<file path="src/rtl/astra_pifo_array.sv">
// Purpose: sorted push-in/first-out array; lowest prio at slot 0, FIFO order among equal prios.
// Latency: push/pop commit in one cycle; pop/evict/drop results are registered and appear the next cycle.
// Backpressure: none; a push into a full array either evicts the worst entry or raises o_drop.
// Build option: ASTRA_PIFO_BYPASS_EN lets a concurrent push that beats the head skip the array.
module astra_pifo_array #(
    parameter int PTW   = 16,
    parameter int MTW   = 32,
    parameter int DEPTH = 16,
    parameter int CNTW  = 5
) (
    input  logic                 i_clk,
    input  logic                 i_arst_n,
    input  logic                 i_push,
    input  logic [MTW+PTW-1:0]   i_push_data,
    input  logic                 i_pop,
    output logic                 o_pop_valid,
    output logic [MTW+PTW-1:0]   o_pop_data,
    output logic                 o_evict_valid,
    output logic [MTW+PTW-1:0]   o_evict_data,
    output logic                 o_drop,
    output logic [CNTW-1:0]      o_count,
    output logic                 o_empty,
    output logic                 o_full
);

    typedef struct packed {
        logic [MTW-1:0] meta;
        logic [PTW-1:0] prio;
    } ent_t;

    localparam logic [CNTW-1:0] LP_DEPTH = CNTW'(DEPTH);

    ent_t            r_ent [DEPTH];
    logic [CNTW-1:0] r_cnt;
    logic            r_pop_vld;
    ent_t            r_pop_dat;
    logic            r_ev_vld;
    ent_t            r_ev_dat;
    logic            r_drop;

    ent_t            w_new;
    logic            w_full;
    logic            w_bypass;
    logic            w_do_pop;
    logic            w_beats_tail;
    logic            w_evict;
    logic            w_drop;
    logic            w_ins;
    ent_t            w_base  [DEPTH];
    ent_t            w_shift [DEPTH];
    ent_t            w_nxt   [DEPTH];
    logic [CNTW-1:0] w_base_cnt;
    logic [CNTW-1:0] w_pos;

    assign w_new        = ent_t'(i_push_data);
    assign w_full       = (r_cnt == LP_DEPTH);
    assign w_beats_tail = (w_new.prio < r_ent[DEPTH-1].prio);

`ifdef ASTRA_PIFO_BYPASS_EN
    // A push that would become the new head (or lands in an empty array) is handed straight back.
    assign w_bypass = i_push && i_pop && ((r_cnt == '0) || (w_new.prio < r_ent[0].prio));
`else
    assign w_bypass = 1'b0;
`endif

    assign w_do_pop = i_pop && (r_cnt != '0) && !w_bypass;
    assign w_evict  = i_push && !i_pop && w_full && w_beats_tail;
    assign w_drop   = i_push && !i_pop && w_full && !w_beats_tail;
    assign w_ins    = i_push && !w_bypass && !w_drop;

    // Array the push is inserted into: post-pop view, or the array minus its tail when evicting.
    always_comb begin
        for (int i = 0; i < DEPTH; i++) begin
            w_base[i] = r_ent[i];
        end
        w_base_cnt = w_full ? (LP_DEPTH - CNTW'(1)) : r_cnt;
        if (w_do_pop) begin
            for (int i = 0; i < DEPTH - 1; i++) begin
                w_base[i] = r_ent[i+1];
            end
            w_base[DEPTH-1] = '0;
            w_base_cnt      = r_cnt - CNTW'(1);
        end
    end

    // Insert position: after every live entry whose prio is <= the new prio (FIFO on ties).
    always_comb begin
        w_pos = '0;
        for (int i = 0; i < DEPTH; i++) begin
            if ((CNTW'(i) < w_base_cnt) && (w_base[i].prio <= w_new.prio)) begin
                w_pos = w_pos + CNTW'(1);
            end
        end
    end

    // Build the post-insert array: entries at and below the insert slot move down by one.
    always_comb begin
        w_shift[0] = w_base[0];
        for (int i = 1; i < DEPTH; i++) begin
            w_shift[i] = w_base[i-1];
        end
        for (int i = 0; i < DEPTH; i++) begin
            if (CNTW'(i) < w_pos) begin
                w_nxt[i] = w_base[i];
            end else if (CNTW'(i) == w_pos) begin
                w_nxt[i] = w_new;
            end else begin
                w_nxt[i] = w_shift[i];
            end
        end
    end

    // Commit array contents, occupancy and the registered pop/evict/drop results.
    always_ff @(posedge i_clk or negedge i_arst_n) begin
        if (!i_arst_n) begin
            for (int i = 0; i < DEPTH; i++) begin
                r_ent[i] <= '0;
            end
            r_cnt     <= '0;
            r_pop_vld <= 1'b0;
            r_pop_dat <= '0;
            r_ev_vld  <= 1'b0;
            r_ev_dat  <= '0;
            r_drop    <= 1'b0;
        end else begin
            r_pop_vld <= 1'b0;
            r_ev_vld  <= 1'b0;
            r_drop    <= 1'b0;
            if (w_bypass) begin
                r_pop_vld <= 1'b1;
                r_pop_dat <= w_new;
            end else begin
                if (w_do_pop) begin
                    r_pop_vld <= 1'b1;
                    r_pop_dat <= r_ent[0];
                end
                if (w_ins) begin
                    r_ent <= w_nxt;
                    r_cnt <= w_base_cnt + CNTW'(1);
                end else if (w_do_pop) begin
                    r_ent <= w_base;
                    r_cnt <= w_base_cnt;
                end
                if (w_evict) begin
                    r_ev_vld <= 1'b1;
                    r_ev_dat <= r_ent[DEPTH-1];
                end
                if (w_drop) begin
                    r_drop <= 1'b1;
                end
            end
        end
    end

    assign o_pop_valid   = r_pop_vld;
    assign o_pop_data    = r_pop_dat;
    assign o_evict_valid = r_ev_vld;
    assign o_evict_data  = r_ev_dat;
    assign o_drop        = r_drop;
    assign o_count       = r_cnt;
    assign o_empty       = (r_cnt == '0);
    assign o_full        = (r_cnt == LP_DEPTH);

endmodule

</file>
<file path="config.mk">
export PLATFORM = sky130hd
export DESIGN_NAME = astra_pifo_array
export DESIGN_NICKNAME = d
export VERILOG_FILES = /design/src/rtl/astra_pifo_array.sv
export SDC_FILE = /design/constraint.sdc
export NUM_CORES = 2
export LEC_CHECK = 0
export ABC_AREA = 1
export BUFFER_PORTS_ARGS = -buffer_cell sky130_fd_sc_hd__buf_2
export CAP_MARGIN = 25
export CORE_AREA = 2 2 361 452
export DETAILED_ROUTE_END_ITERATION = 10
export DIE_AREA = 0 0 363 454
export GPL_TIMING_DRIVEN = 0
export HOLD_SLACK_MARGIN = 0.1
export SLEW_MARGIN = 30
export SYNTH_ARGS = -nofsm -noshare
export SYNTH_HDL_FRONTEND = slang
export SYNTH_SLANG_ARGS = --single-unit
export TNS_END_PERCENT = 20
</file>
<file path="constraint.sdc">
create_clock -name i_clk -period 14 [get_ports i_clk]
set_input_delay 0.7 -clock i_clk [delete_from_list [all_inputs] [get_ports i_clk]]
set_output_delay 0.7 -clock i_clk [all_outputs]
set_load 0.01 [all_outputs]
</file>
==> flow_summary.toml <==
[routing]
wl_per_cell_um = 32.6
routed.top_layer = "met5"
met3_length_mm = 42.9
dr.pass1.iters = 9
avgViaCountPerCell = 5.93
wl_met2_mm = 170
drtAntennaViolNets = 0
vias = 72700
m1WireLength_mm = 146
drt_iter0_drc = 9404
drc = 0
finalWirelength_mm = 400

[worst_setup_path]
rr_endpoint = "r_ent[204]"
critPathMostFrequentCell = "nand2_1"
slowest_delay_ps = 670
start_kind = "flop"
path_max_fanout = 14
r2r_slack_ps = 440
reg2reg_from = "o_count[0]"
cp.arrival_ps = 14250
r2r_cells = 76
crit_path_end_kind = "flop"
path_class = "flop to flop"
worstPathRequired_ps = 14700
cp_slowest_cell = "clkbuf_1"

[global_route]
grt_max_degree = 109
grt_antenna_before_repair = 49
grt_overflow = 0
track_usage_pct = 47.3
grt_pass1_wl_mm = 539
grt_pass1_vias = 67600

[flow_run]
maxCapViolCount = 0

[floorplanning]
start_util_pct = 38.7
fp.dieW_um = 363
ios = 158
rows = 165
fp.coreArea_mm2 = 0.161
die_h_um = 454
design.die.area_mm2 = 0.165

[final_layout]
final_cells = 12300
area_growth_pct = 15.4
drive_gt1_share_pct = 9.79
final_common_cell = "nand2_1"
fin_nets = 10400
final_cell_mix = "3,903 x nand2_1, 971 x o21ai_0, 887 x inv_1, 872 x dfrtp_1, 724 x nand3_1"

[yosys]
synth-xor-area-share_pct = 0
yosysWarningCount = 0
synth-compound-area-share_pct = 14.9
syn_inst = 9748
syn_area_per_cell_um2 = 6.39
synth_fa_ha_area_share_pct = 5.80
synth.mux.area_fraction_pct = 0.0643
synth_seq_cells = 872
synthSimpleGateAreaFrac_pct = 34.1
synth_top_family_by_area = "simple AND/OR/NAND/NOR gates"
async_reset_ff_share_pct = 100
yosysUniqueCellTypes = 53
ys.flop_type = "dfrtp_1"
netlist_area_mm2 = 0.0623
yosysSeqAreaShare_pct = 35.0
postSynthNetCount = 10100
synth_edf_count = 0

[sta]
hold_viol_final = 0
fmax_mhz = 73.8
fin_ws_ps = 445
slew_violations = 0
fin_crit_sh_pct = 96.8
clock_skew_ps = 70.6
fin_crit_ps = 13560
final.setup.tns_ps = 0
setup_viol = 0
rsz0062_at_grt = "yes"
tightest_slew_ps = 1190
slew_headroom_pct = 20.4

[clock_network]
cts_sinks = 872
clockRootBuffer = "clkbuf_16"
clock_latency_ps = 790
cts_buffer_depth = 3
numCtsBuffers = 104
cts_tree = "done"
cts.htree.levels = 3
clk_pin_slew_worst_paths_ps = 60

[place]
gp_congestion = 1.09
dp_slack_ps = -2680
dp_cells = 12000
place_hpwl_mm = 319
portBuffers = 136

[hold_path]
min_path_cells = 7
min-delay-start = "i_push_data[46]"
whs_endpoint = "r_ent[670]"
hp-class = "input port to flop"

[status]
run_status = "complete, no violations"
==> metal layers <==
metal | global-route usage (%) | up-vias
li1 | - | 32000
met1 | 55.3 | 34100
met2 | 71.5 | 5015
met3 | 12.8 | 1559
met4 | 41.3 | 18
met5 | 0 | -
==> critical path: cells and delay by family, from the launching register on <==
| kind | cells | cell delay (ps) |
|---|---|---|
| DFF | 1 | 390 |
| and+or+nand+nor | 37 | 5000 |
| AOI/OAI and AO/OA | 6 | 1070 |
| adders and majority gates | 16 | 4350 |
| buffers and inverters | 17 | 2530 |
==> cell families after synthesis <==
family                     Yosys count
AOI/OAI and AO/OA                 1762
adders and majority gates          289
buffers and inverters             1587
DFF                                872
muxes                                4
and+or+nand+nor                   5234
==> registers in the layout, indices dropped and copies added (netlist names) <==
signal,flops
o_count,5
o_drop,1
o_evict_data,48
o_evict_valid,1
o_pop_data,48
o_pop_valid,1
r_ent,768
==> final cells by class <==
cell class                      instances  area [um^2]
Multi-Input combinational cell       7289        34500
Clock inverter                         39          613
Buffer                                641         3480
Clock buffer                          148         3040
Antenna cell                           27         67.6
Sequential cell                       872        21800
Inverter                              944         3580
Tap cell                             2087         2610
Timing Repair Buffer                  211         2140
Fill cell                           17400        88900
==> how the worst max path moves through the flow <==
stage | depth (start not counted) | slack [ps] | startpoint | end
floorplan | 76 | 1930 | o_count[0] | r_ent[526]
global placement | 1 | -8630 | i_arst_n | r_ent[633]
detailed placement | 78 | -2680 | o_count[0] | r_ent[368]
CTS | 80 | -4 | o_count[0] | r_ent[40]
global route | 79 | -70 | o_count[1] | r_ent[62]
finish | 76 | 440 | o_count[0] | r_ent[204]
==> synth_stat cells (2+ instances only) <==
library cell,count,area [um^2]
buf_1,60,225
a31oi_1,19,119
clkinv_1,14,52.6
inv_1,898,3370
nor2_2,7,43.8
nor3_1,23,115
buf_6,7,78.8
o21ai_1,170,851
o22ai_1,5,31.3
nor2_1,385,1450
o21ai_0,982,4910
nand2_4,3,33.8
o221a_2,2,22.5
buf_2,143,716
o21bai_1,6,45.0
buf_4,35,263
clkbuf_1,398,1490
nand3b_1,8,60.1
a211oi_1,10,75.1
nand2_1,3915,14700
o41ai_1,2,17.5
mux2i_1,4,40.0
dfrtp_1,872,21800
o2111ai_1,8,70.1
nand3_1,726,3630
nor2_8,2,40.0
nand4_1,99,619
nand2_2,24,150
nor4_1,3,18.8
a21o_1,4,30.0
o21ai_4,2,32.5
o221ai_1,13,114
inv_2,31,116
a22oi_1,3,22.5
a221oi_1,4,35.0
nor2_4,11,124
nand3_2,14,140
o21a_1,51,383
ha_1,289,3620
or2_2,10,62.6
o211ai_1,30,225
or2_1,2,12.5
a21oi_1,444,2220
==> stage by stage <==
step / utilization, % / instance area (um^2) / hold WS, ps
floorplan: - / 62300 / 404
detailed placement: 41.7 / 67000 / 459
finish: 44.7 / 71900 / 383
CTS: 44.3 / 71200 / 353
global placement: 40.8 / 65600 / 457
global route: 44.7 / 71800 / 393
==> what timing repair did <==
| action | CTS | global route |
|---|---|---|
| setup buffers | 11 | 14 |
| endpoints found under the setup margin | 768 | 768 |
| gates resized for setup | 165 | 242 |
| hold buffers | 1 | 0 |
| hold endpoints to repair | 75 | 0 |
| pin swaps | 8 | 15 |
Power is left out: the tool's default activity adds up to more than one toggle a clock period on the data nets, which glitch-free logic cannot reach.
